--- config.mk ---
export PLATFORM = sky130hd
export DESIGN_NAME = la_capture_ctrl
export DESIGN_NICKNAME = d
export VERILOG_FILES = /design/src/rtl/la_capture_ctrl.sv
export SDC_FILE = /design/constraint.sdc
export NUM_CORES = 1
export LEC_CHECK = 0
export ABC_CLOCK_PERIOD_IN_PS = 2600
export CAP_MARGIN = 20
export CORE_MARGIN = 2
export CORE_UTILIZATION = 35
export CTS_CLUSTER_SIZE = 24
export DETAILED_ROUTE_END_ITERATION = 8
export SYNTH_ARGS = -nofsm -noshare
export SYNTH_HDL_FRONTEND = slang
export SYNTH_SLANG_ARGS = --single-unit
--- constraint.sdc ---
create_clock -name clk -period 2.6 [get_ports clk]
set_clock_uncertainty 0.05 [all_clocks]
set_input_delay 0.26 -clock clk [delete_from_list [all_inputs] [get_ports clk]]
set_output_delay 0.26 -clock clk [all_outputs]
set_load 0.005 [all_outputs]
--- src/rtl/la_capture_ctrl.sv ---
`default_nettype none
// ============================================================================
// Module   : la_capture_ctrl
// Purpose  : Logic-analyzer capture controller. After an arm request it
//            clears the capture memory, then records the probe bus into a
//            circular pre-trigger queue (lines 0..BT_LEN-1). On a masked
//            trigger match it stores the trigger sample at line BT_LEN and
//            fills lines BT_LEN+1..2^ADDR_W-2 with run-length-encoded
//            samples. The last memory line receives the pre-trigger tail
//            pointer so replay can unroll the circular queue.
//            Memory line format: {rep_count[REP_W], sample[DATA_W]};
//            rep_count == 0 marks an unused line.
//
// Ports    : clk             sampling clock
//            rst_l           asynchronous active-low reset
//            arm             single-cycle start request (IDLE/DONE only)
//            data_in         probe bus
//            trig_value      trigger compare value
//            trig_mask       trigger bit mask (1 = bit compared)
//            mem_we          capture memory write strobe
//            mem_addr        capture memory write address
//            mem_wdata       capture memory write data {rep_count, sample}
//            trigger_matched high from the trigger-sample write until re-arm
//            busy            high in CLEAR, PRETRIG, POSTTRIG, TAIL
//            done            high in DONE
//
// Revision : 1.0 - initial release
// ============================================================================
module la_capture_ctrl #(
  parameter int DATA_W = 16,
  parameter int ADDR_W = 6,
  parameter int REP_W  = 8,
  parameter int BT_LEN = 8
) (
  input  logic                     clk,
  input  logic                     rst_l,
  input  logic                     arm,
  input  logic [DATA_W-1:0]        data_in,
  input  logic [DATA_W-1:0]        trig_value,
  input  logic [DATA_W-1:0]        trig_mask,
  output logic                     mem_we,
  output logic [ADDR_W-1:0]        mem_addr,
  output logic [REP_W+DATA_W-1:0]  mem_wdata,
  output logic                     trigger_matched,
  output logic                     busy,
  output logic                     done
);

  // --------------------------------------------------------------------------
  // Constants
  // --------------------------------------------------------------------------
  localparam logic [ADDR_W-1:0] c_last_addr = {ADDR_W{1'b1}};           // tail line
  localparam logic [ADDR_W-1:0] c_post_end  = c_last_addr - ADDR_W'(1); // last RLE line
  localparam logic [ADDR_W-1:0] c_bt_last   = ADDR_W'(BT_LEN - 1);
  localparam logic [ADDR_W-1:0] c_bt_base   = ADDR_W'(BT_LEN);          // trigger line
  localparam logic [REP_W-1:0]  c_rep_max   = {REP_W{1'b1}};
  localparam logic [REP_W-1:0]  c_rep_one   = REP_W'(1);

  typedef enum logic [2:0] {
    S_IDLE     = 3'd0,
    S_CLEAR    = 3'd1,
    S_PRETRIG  = 3'd2,
    S_POSTTRIG = 3'd3,
    S_TAIL     = 3'd4,
    S_DONE     = 3'd5
  } state_t;

  // --------------------------------------------------------------------------
  // State and datapath registers
  // --------------------------------------------------------------------------
  state_t              r_state;
  logic [ADDR_W-1:0]   r_clr_cnt;  // clear sweep address
  logic [ADDR_W-1:0]   r_ptr;      // line currently holding the last sample
  logic [ADDR_W-1:0]   r_tail;     // newest pre-trigger line
  logic [DATA_W-1:0]   r_last;     // last stored sample
  logic [REP_W-1:0]    r_rep;      // repeat count of the line at r_ptr
  logic                r_have;     // a sample is available for RLE merging

  // Next-state / next-output values
  state_t              w_state;
  logic [ADDR_W-1:0]   w_clr_cnt;
  logic [ADDR_W-1:0]   w_ptr;
  logic [ADDR_W-1:0]   w_tail;
  logic [DATA_W-1:0]   w_last;
  logic [REP_W-1:0]    w_rep;
  logic                w_have;
  logic                w_we;
  logic [ADDR_W-1:0]   w_addr;
  logic [REP_W+DATA_W-1:0] w_wdata;
  logic                w_trig;
  logic                w_busy;
  logic                w_done;

  // Helper terms
  logic                w_match;    // masked trigger compare
  logic                w_same;     // sample can be merged into current line
  logic [ADDR_W-1:0]   w_pre_next; // next line in the circular pre-trigger queue

  assign w_match    = (((data_in ^ trig_value) & trig_mask) == '0);
  assign w_same     = r_have && (data_in == r_last) && (r_rep != c_rep_max);
  assign w_pre_next = (r_ptr == c_bt_last) ? '0 : (r_ptr + ADDR_W'(1));

  // --------------------------------------------------------------------------
  // State register and registered outputs
  // --------------------------------------------------------------------------
  always_ff @(posedge clk or negedge rst_l) begin
    if (!rst_l) begin
      r_state         <= S_IDLE;
      r_clr_cnt       <= '0;
      r_ptr           <= '0;
      r_tail          <= '0;
      r_last          <= '0;
      r_rep           <= '0;
      r_have          <= 1'b0;
      mem_we          <= 1'b0;
      mem_addr        <= '0;
      mem_wdata       <= '0;
      trigger_matched <= 1'b0;
      busy            <= 1'b0;
      done            <= 1'b0;
    end else begin
      r_state         <= w_state;
      r_clr_cnt       <= w_clr_cnt;
      r_ptr           <= w_ptr;
      r_tail          <= w_tail;
      r_last          <= w_last;
      r_rep           <= w_rep;
      r_have          <= w_have;
      mem_we          <= w_we;
      mem_addr        <= w_addr;
      mem_wdata       <= w_wdata;
      trigger_matched <= w_trig;
      busy            <= w_busy;
      done            <= w_done;
    end
  end

  // --------------------------------------------------------------------------
  // Next-state and output logic
  // --------------------------------------------------------------------------
  always_comb begin
    w_state   = r_state;
    w_clr_cnt = r_clr_cnt;
    w_ptr     = r_ptr;
    w_tail    = r_tail;
    w_last    = r_last;
    w_rep     = r_rep;
    w_have    = r_have;
    w_we      = 1'b0;
    w_addr    = mem_addr;
    w_wdata   = mem_wdata;
    w_trig    = trigger_matched;

    case (r_state)
      S_IDLE, S_DONE: begin
        if (arm) begin
          w_state   = S_CLEAR;
          w_trig    = 1'b0;
          w_clr_cnt = '0;
          // Starting the pointer on the last queue line makes the first
          // pre-trigger sample land on line 0, and leaves the tail at
          // BT_LEN-1 if the trigger fires immediately.
          w_ptr     = c_bt_last;
          w_tail    = c_bt_last;
          w_rep     = '0;
          w_last    = '0;
          w_have    = 1'b0;
        end
      end

      S_CLEAR: begin
        w_we      = 1'b1;
        w_addr    = r_clr_cnt;
        w_wdata   = '0;
        w_clr_cnt = r_clr_cnt + ADDR_W'(1);
        if (r_clr_cnt == c_last_addr) begin
          w_state = S_PRETRIG;
        end
      end

      S_PRETRIG: begin
        if (w_match) begin
          // Trigger sample always gets its own line; clearing r_have keeps
          // the first post-trigger sample from merging into it.
          w_we    = 1'b1;
          w_addr  = c_bt_base;
          w_wdata = {c_rep_one, data_in};
          w_ptr   = c_bt_base;
          w_rep   = c_rep_one;
          w_last  = data_in;
          w_have  = 1'b0;
          w_trig  = 1'b1;
          w_state = S_POSTTRIG;
        end else if (w_same) begin
          w_we    = 1'b1;
          w_addr  = r_ptr;
          w_wdata = {r_rep + REP_W'(1), data_in};
          w_rep   = r_rep + REP_W'(1);
          w_tail  = r_ptr;
        end else begin
          w_we    = 1'b1;
          w_addr  = w_pre_next;
          w_wdata = {c_rep_one, data_in};
          w_ptr   = w_pre_next;
          w_rep   = c_rep_one;
          w_last  = data_in;
          w_have  = 1'b1;
          w_tail  = w_pre_next;
        end
      end

      S_POSTTRIG: begin
        if (w_same) begin
          w_we    = 1'b1;
          w_addr  = r_ptr;
          w_wdata = {r_rep + REP_W'(1), data_in};
          w_rep   = r_rep + REP_W'(1);
        end else if (r_ptr == c_post_end) begin
          // Region full: this sample would need a new line, so drop it.
          w_state = S_TAIL;
        end else begin
          w_we    = 1'b1;
          w_addr  = r_ptr + ADDR_W'(1);
          w_wdata = {c_rep_one, data_in};
          w_ptr   = r_ptr + ADDR_W'(1);
          w_rep   = c_rep_one;
          w_last  = data_in;
          w_have  = 1'b1;
        end
      end

      S_TAIL: begin
        w_we    = 1'b1;
        w_addr  = c_last_addr;
        w_wdata = (REP_W + DATA_W)'(r_tail);
        w_state = S_DONE;
      end

      default: begin
        w_state = S_IDLE;
      end
    endcase

    // Status flags follow the state being entered so they line up with
    // the registered write strobe.
    w_busy = (w_state == S_CLEAR)    || (w_state == S_PRETRIG) ||
             (w_state == S_POSTTRIG) || (w_state == S_TAIL);
    w_done = (w_state == S_DONE);
  end

endmodule
`default_nettype wire

==> results.yml <==
floorplanning:
  dieWidth_um: 115
  io_pins: 85
  start_util: 0.359
  core_region_area_sq_um: 12100
  floorplan.die_area_sq_um: 13300
  die_h_um: 115
  rows: 40
route:
  via_per_inst: 5.08
  num_vias: 3715
  first_pass_iters: 4
  drt_iter0_markers: 242
  wl_per_cell_um: 16.5
  drc: 0
  final_antenna_net_count: 0
  drt-total-wl_um: 12100
placement:
  port_buffers: 84
  hpwl_um: 9020
  place_area_sq_um: 5630
  place.gp.congestion: 0.896
logic_synthesis:
  synth_area_leader_cell: "dfrtp_1"
  synthArstFlopShare: 1.00
  synth_top_area_frac: 0.463
  syn_area_sq_um: 4330
  avgSynthCellArea_sq_um: 9.86
  synth_cell_type_count: 62
  synthTopCellsByArea: "dfrtp_1 (46%), xor2_1 (5.1%), o21ai_0 (3.9%)"
  synthCells: 439
  synth_edf_count: 0
  ys_ff_latch: 80
  synth.most_common_cell: "dfrtp_1"
  syn_nets: 494
  ys_top_cells_by_count: "dfrtp_1 (80), nand2_1 (41), o21ai_0 (34), nor2_1 (26), xor2_1 (25)"
  synth-main-ff-cell: "dfrtp_1"
  seq_area_frac_synth: 0.463
  yosys_warnings: 0
critical_path:
  cpMostUsedCell: "buf_4"
  critical_path_buf_inv_count: 2
  worstPathRequired_ps: 2830
  rr_worst_depth: 9
  path_cells: "xor2_1 -> nor4_1 -> and3_1 -> buf_4 -> nand3_4 -> buf_4 -> mux2_2 -> a221oi_2 -> a21o_1"
  cpPeakStageDelay_ps: 400
  crit_fanout: 5
  path_delay_family: "simple AND/OR/NAND/NOR gates"
  r2r-start: "r_last[3]"
  critPathSlowestCell: "dfrtp_1"
  start_kind: "register"
  r2r-end: "mem_wdata[16]"
  end_kind: "register"
  critical_path_class: "register to register"
  rrSetupSlack_ps: 200
  cp.arrival_ps: 2640
power:
  cellLeakagePower_nw: 2.53
  pwr-share-seq: 0.359
  p_int_mw: 3.37
  max-vdd-ir-drop_uv: 333
  cellPowerDensity_nw_per_um2: 879
  p_sw_frac: 0.357
  clockPowerShare: 0.248
  p_switching_mw: 1.87
  p_comb_frac: 0.393
layout:
  final-seq-area_sq_um: 2000
  multiInputGateArea_sq_um: 2140
  n_antenna_cell: 0
  finalNetCount: 614
  syn2layout_area_growth_pct: 37.8
  stdcell_area_sq_um: 5970
  final_layout_size_suffix_gt1_frac: 0.158
  nFillCells: 1121
run:
  max_cap_violations: 0
grt:
  grt_max_degree: 43
  grt_first_pass_wirelength_um: 19400
  grt_antenna_before_repair: 0
  grt.overflow.total: 0
  grt_pass1_vias: 3659
  grt_usage: 0.191
sta:
  finalCritPeriodShare: 0.924
  setup_violations: 0
  hold_viol: 0
  rsz0062_at_grt: "false"
  fmax_mhz: 416
  setup_tns_ps: 0
  period_minus_slack_ps: 2400
  slew_headroom: 0.411
  final_max_slew_viol_count: 0
  worst_pin_slew_ps: 880
clock_tree:
  clkLatencyLatePin_ps: 340
  cts_setup_buffers: 0
  cts_buffers: 9
  cts_max_path_buffers: 2
  clk_pin_slew_ps: 60
  clkSinkCount: 80
  cts_root_buffer: "clkbuf_16"
  cts.htree.levels: 3
  cts_tree: "built"
outcome:
  status: "finished clean"
worst_hold_path:
  min_path_type: "input pin to async pin"
## power groups by stage
stage	Clock [mW]	Sequential, mW	Combinational, mW
2_1_floorplan	0	1.79	1.24
3_3_place_gp	0	1.90	2.03
3_5_place_dp	0	1.89	2.06
4_1_cts	1.34	1.88	2.06
5_1_grt	1.39	1.93	2.27
6_report	1.30	1.88	2.06
## sequential cells by signal, summed over array words and instances, names as in the netlist, 3 cells and up
| signal | flops |
|---|---|
| mem_wdata | 24 |
| r_last | 16 |
| r_rep | 8 |
| mem_addr | 6 |
| r_clr_cnt | 6 |
| r_ptr | 6 |
| r_tail | 6 |
| r_state | 3 |
## cell families after synthesis
family	Yosys count	synth area share
AO/OA/AOI/OAI	126	0.208
XOR/XNOR	42	0.0850
adder cells (fa/ha/maj)	4	0.0116
buffers and inverters	43	0.0486
flip-flops	80	0.463
multiplexers	18	0.0437
AND/OR/NAND/NOR	126	0.141
## how the worst max path moves through the flow
stage | from | cells after the start | to | slack (ps)
2_1_floorplan | r_rep[0] | 8 | r_last[1] | 350
3_3_place_gp | data_in[15] | 11 | mem_addr[3] | -100
3_5_place_dp | data_in[3] | 9 | r_ptr[0] | -100
4_1_cts | r_rep[1] | 12 | r_ptr[2] | 40
5_1_grt | r_rep[1] | 12 | r_ptr[2] | 50
6_report | r_last[3] | 9 | mem_wdata[16] | 200
## cell type report
class | count | area share
timing repair buffer | 135 | 0.209
clock inverter | 7 | 0.0132
multi-input combinational | 316 | 0.358
inverter | 17 | 0.0107
clock buffer | 9 | 0.0378
tap | 168 | 0.0352
sequential | 80 | 0.336
## cell usage in the layout, fill, tap and decap left out, types with 3 or more instances in the layout
master	instances
a21o_1	5
a21oi_1	23
a22o_1	11
a22oi_1	8
a31oi_1	7
and2_1	9
and3_1	4
buf_4	49
clkbuf_16	9
clkdlybuf4s50_1	83
dfrtp_1	80
ha_1	4
inv_1	15
mux2_2	5
mux2i_1	11
nand2_1	41
nand2b_1	4
nand3_1	14
nand4_1	6
nor2_1	25
nor3_1	9
nor4_1	3
o21a_1	5
o21ai_0	34
o2bb2ai_1	4
xnor2_1	17
xor2_1	25
## worst register-to-register path, stage by stage, from the launching register on
cell and delay (ps):
dfrtp_1 400, xor2_1 180, nor4_1 310, and3_1 300, buf_4 170, nand3_4 110, buf_4 150, mux2_2 270
a221oi_2 310, a21o_1 110
## routing by layer
metal  vias up  share of wire  routed length, um  track usage
met5         -              0                  0            0
met4         0          0.014                170       0.0699
met3        11          0.047                566       0.0327
met2       108           0.46               5600        0.298
met1      1779           0.48               5740        0.269
li1       1817              -                  -            -
## timing repair
item | CTS | global route
hold buffers | 1 | 0
hold endpoints to repair | 41 | 0
resized for setup | 0 | 5
endpoints found under the setup margin | 0 | 20
## through the flow
step | hold WS [ps] | worst slack [ps] | util | std cells | power [mW]
2_1_floorplan | -85.6 | 347 | - | 439 | 3.03
3_3_place_gp | 238 | -95.5 | 0.467 | 715 | 3.93
3_5_place_dp | 247 | -103 | 0.467 | 715 | 3.95
4_1_cts | 425 | 39.6 | 0.493 | 732 | 5.28
5_1_grt | 460 | 46.6 | 0.495 | 732 | 5.59
6_report | 408 | 198 | 0.495 | 732 | 5.24
Power figures use the tool's default switching activity.
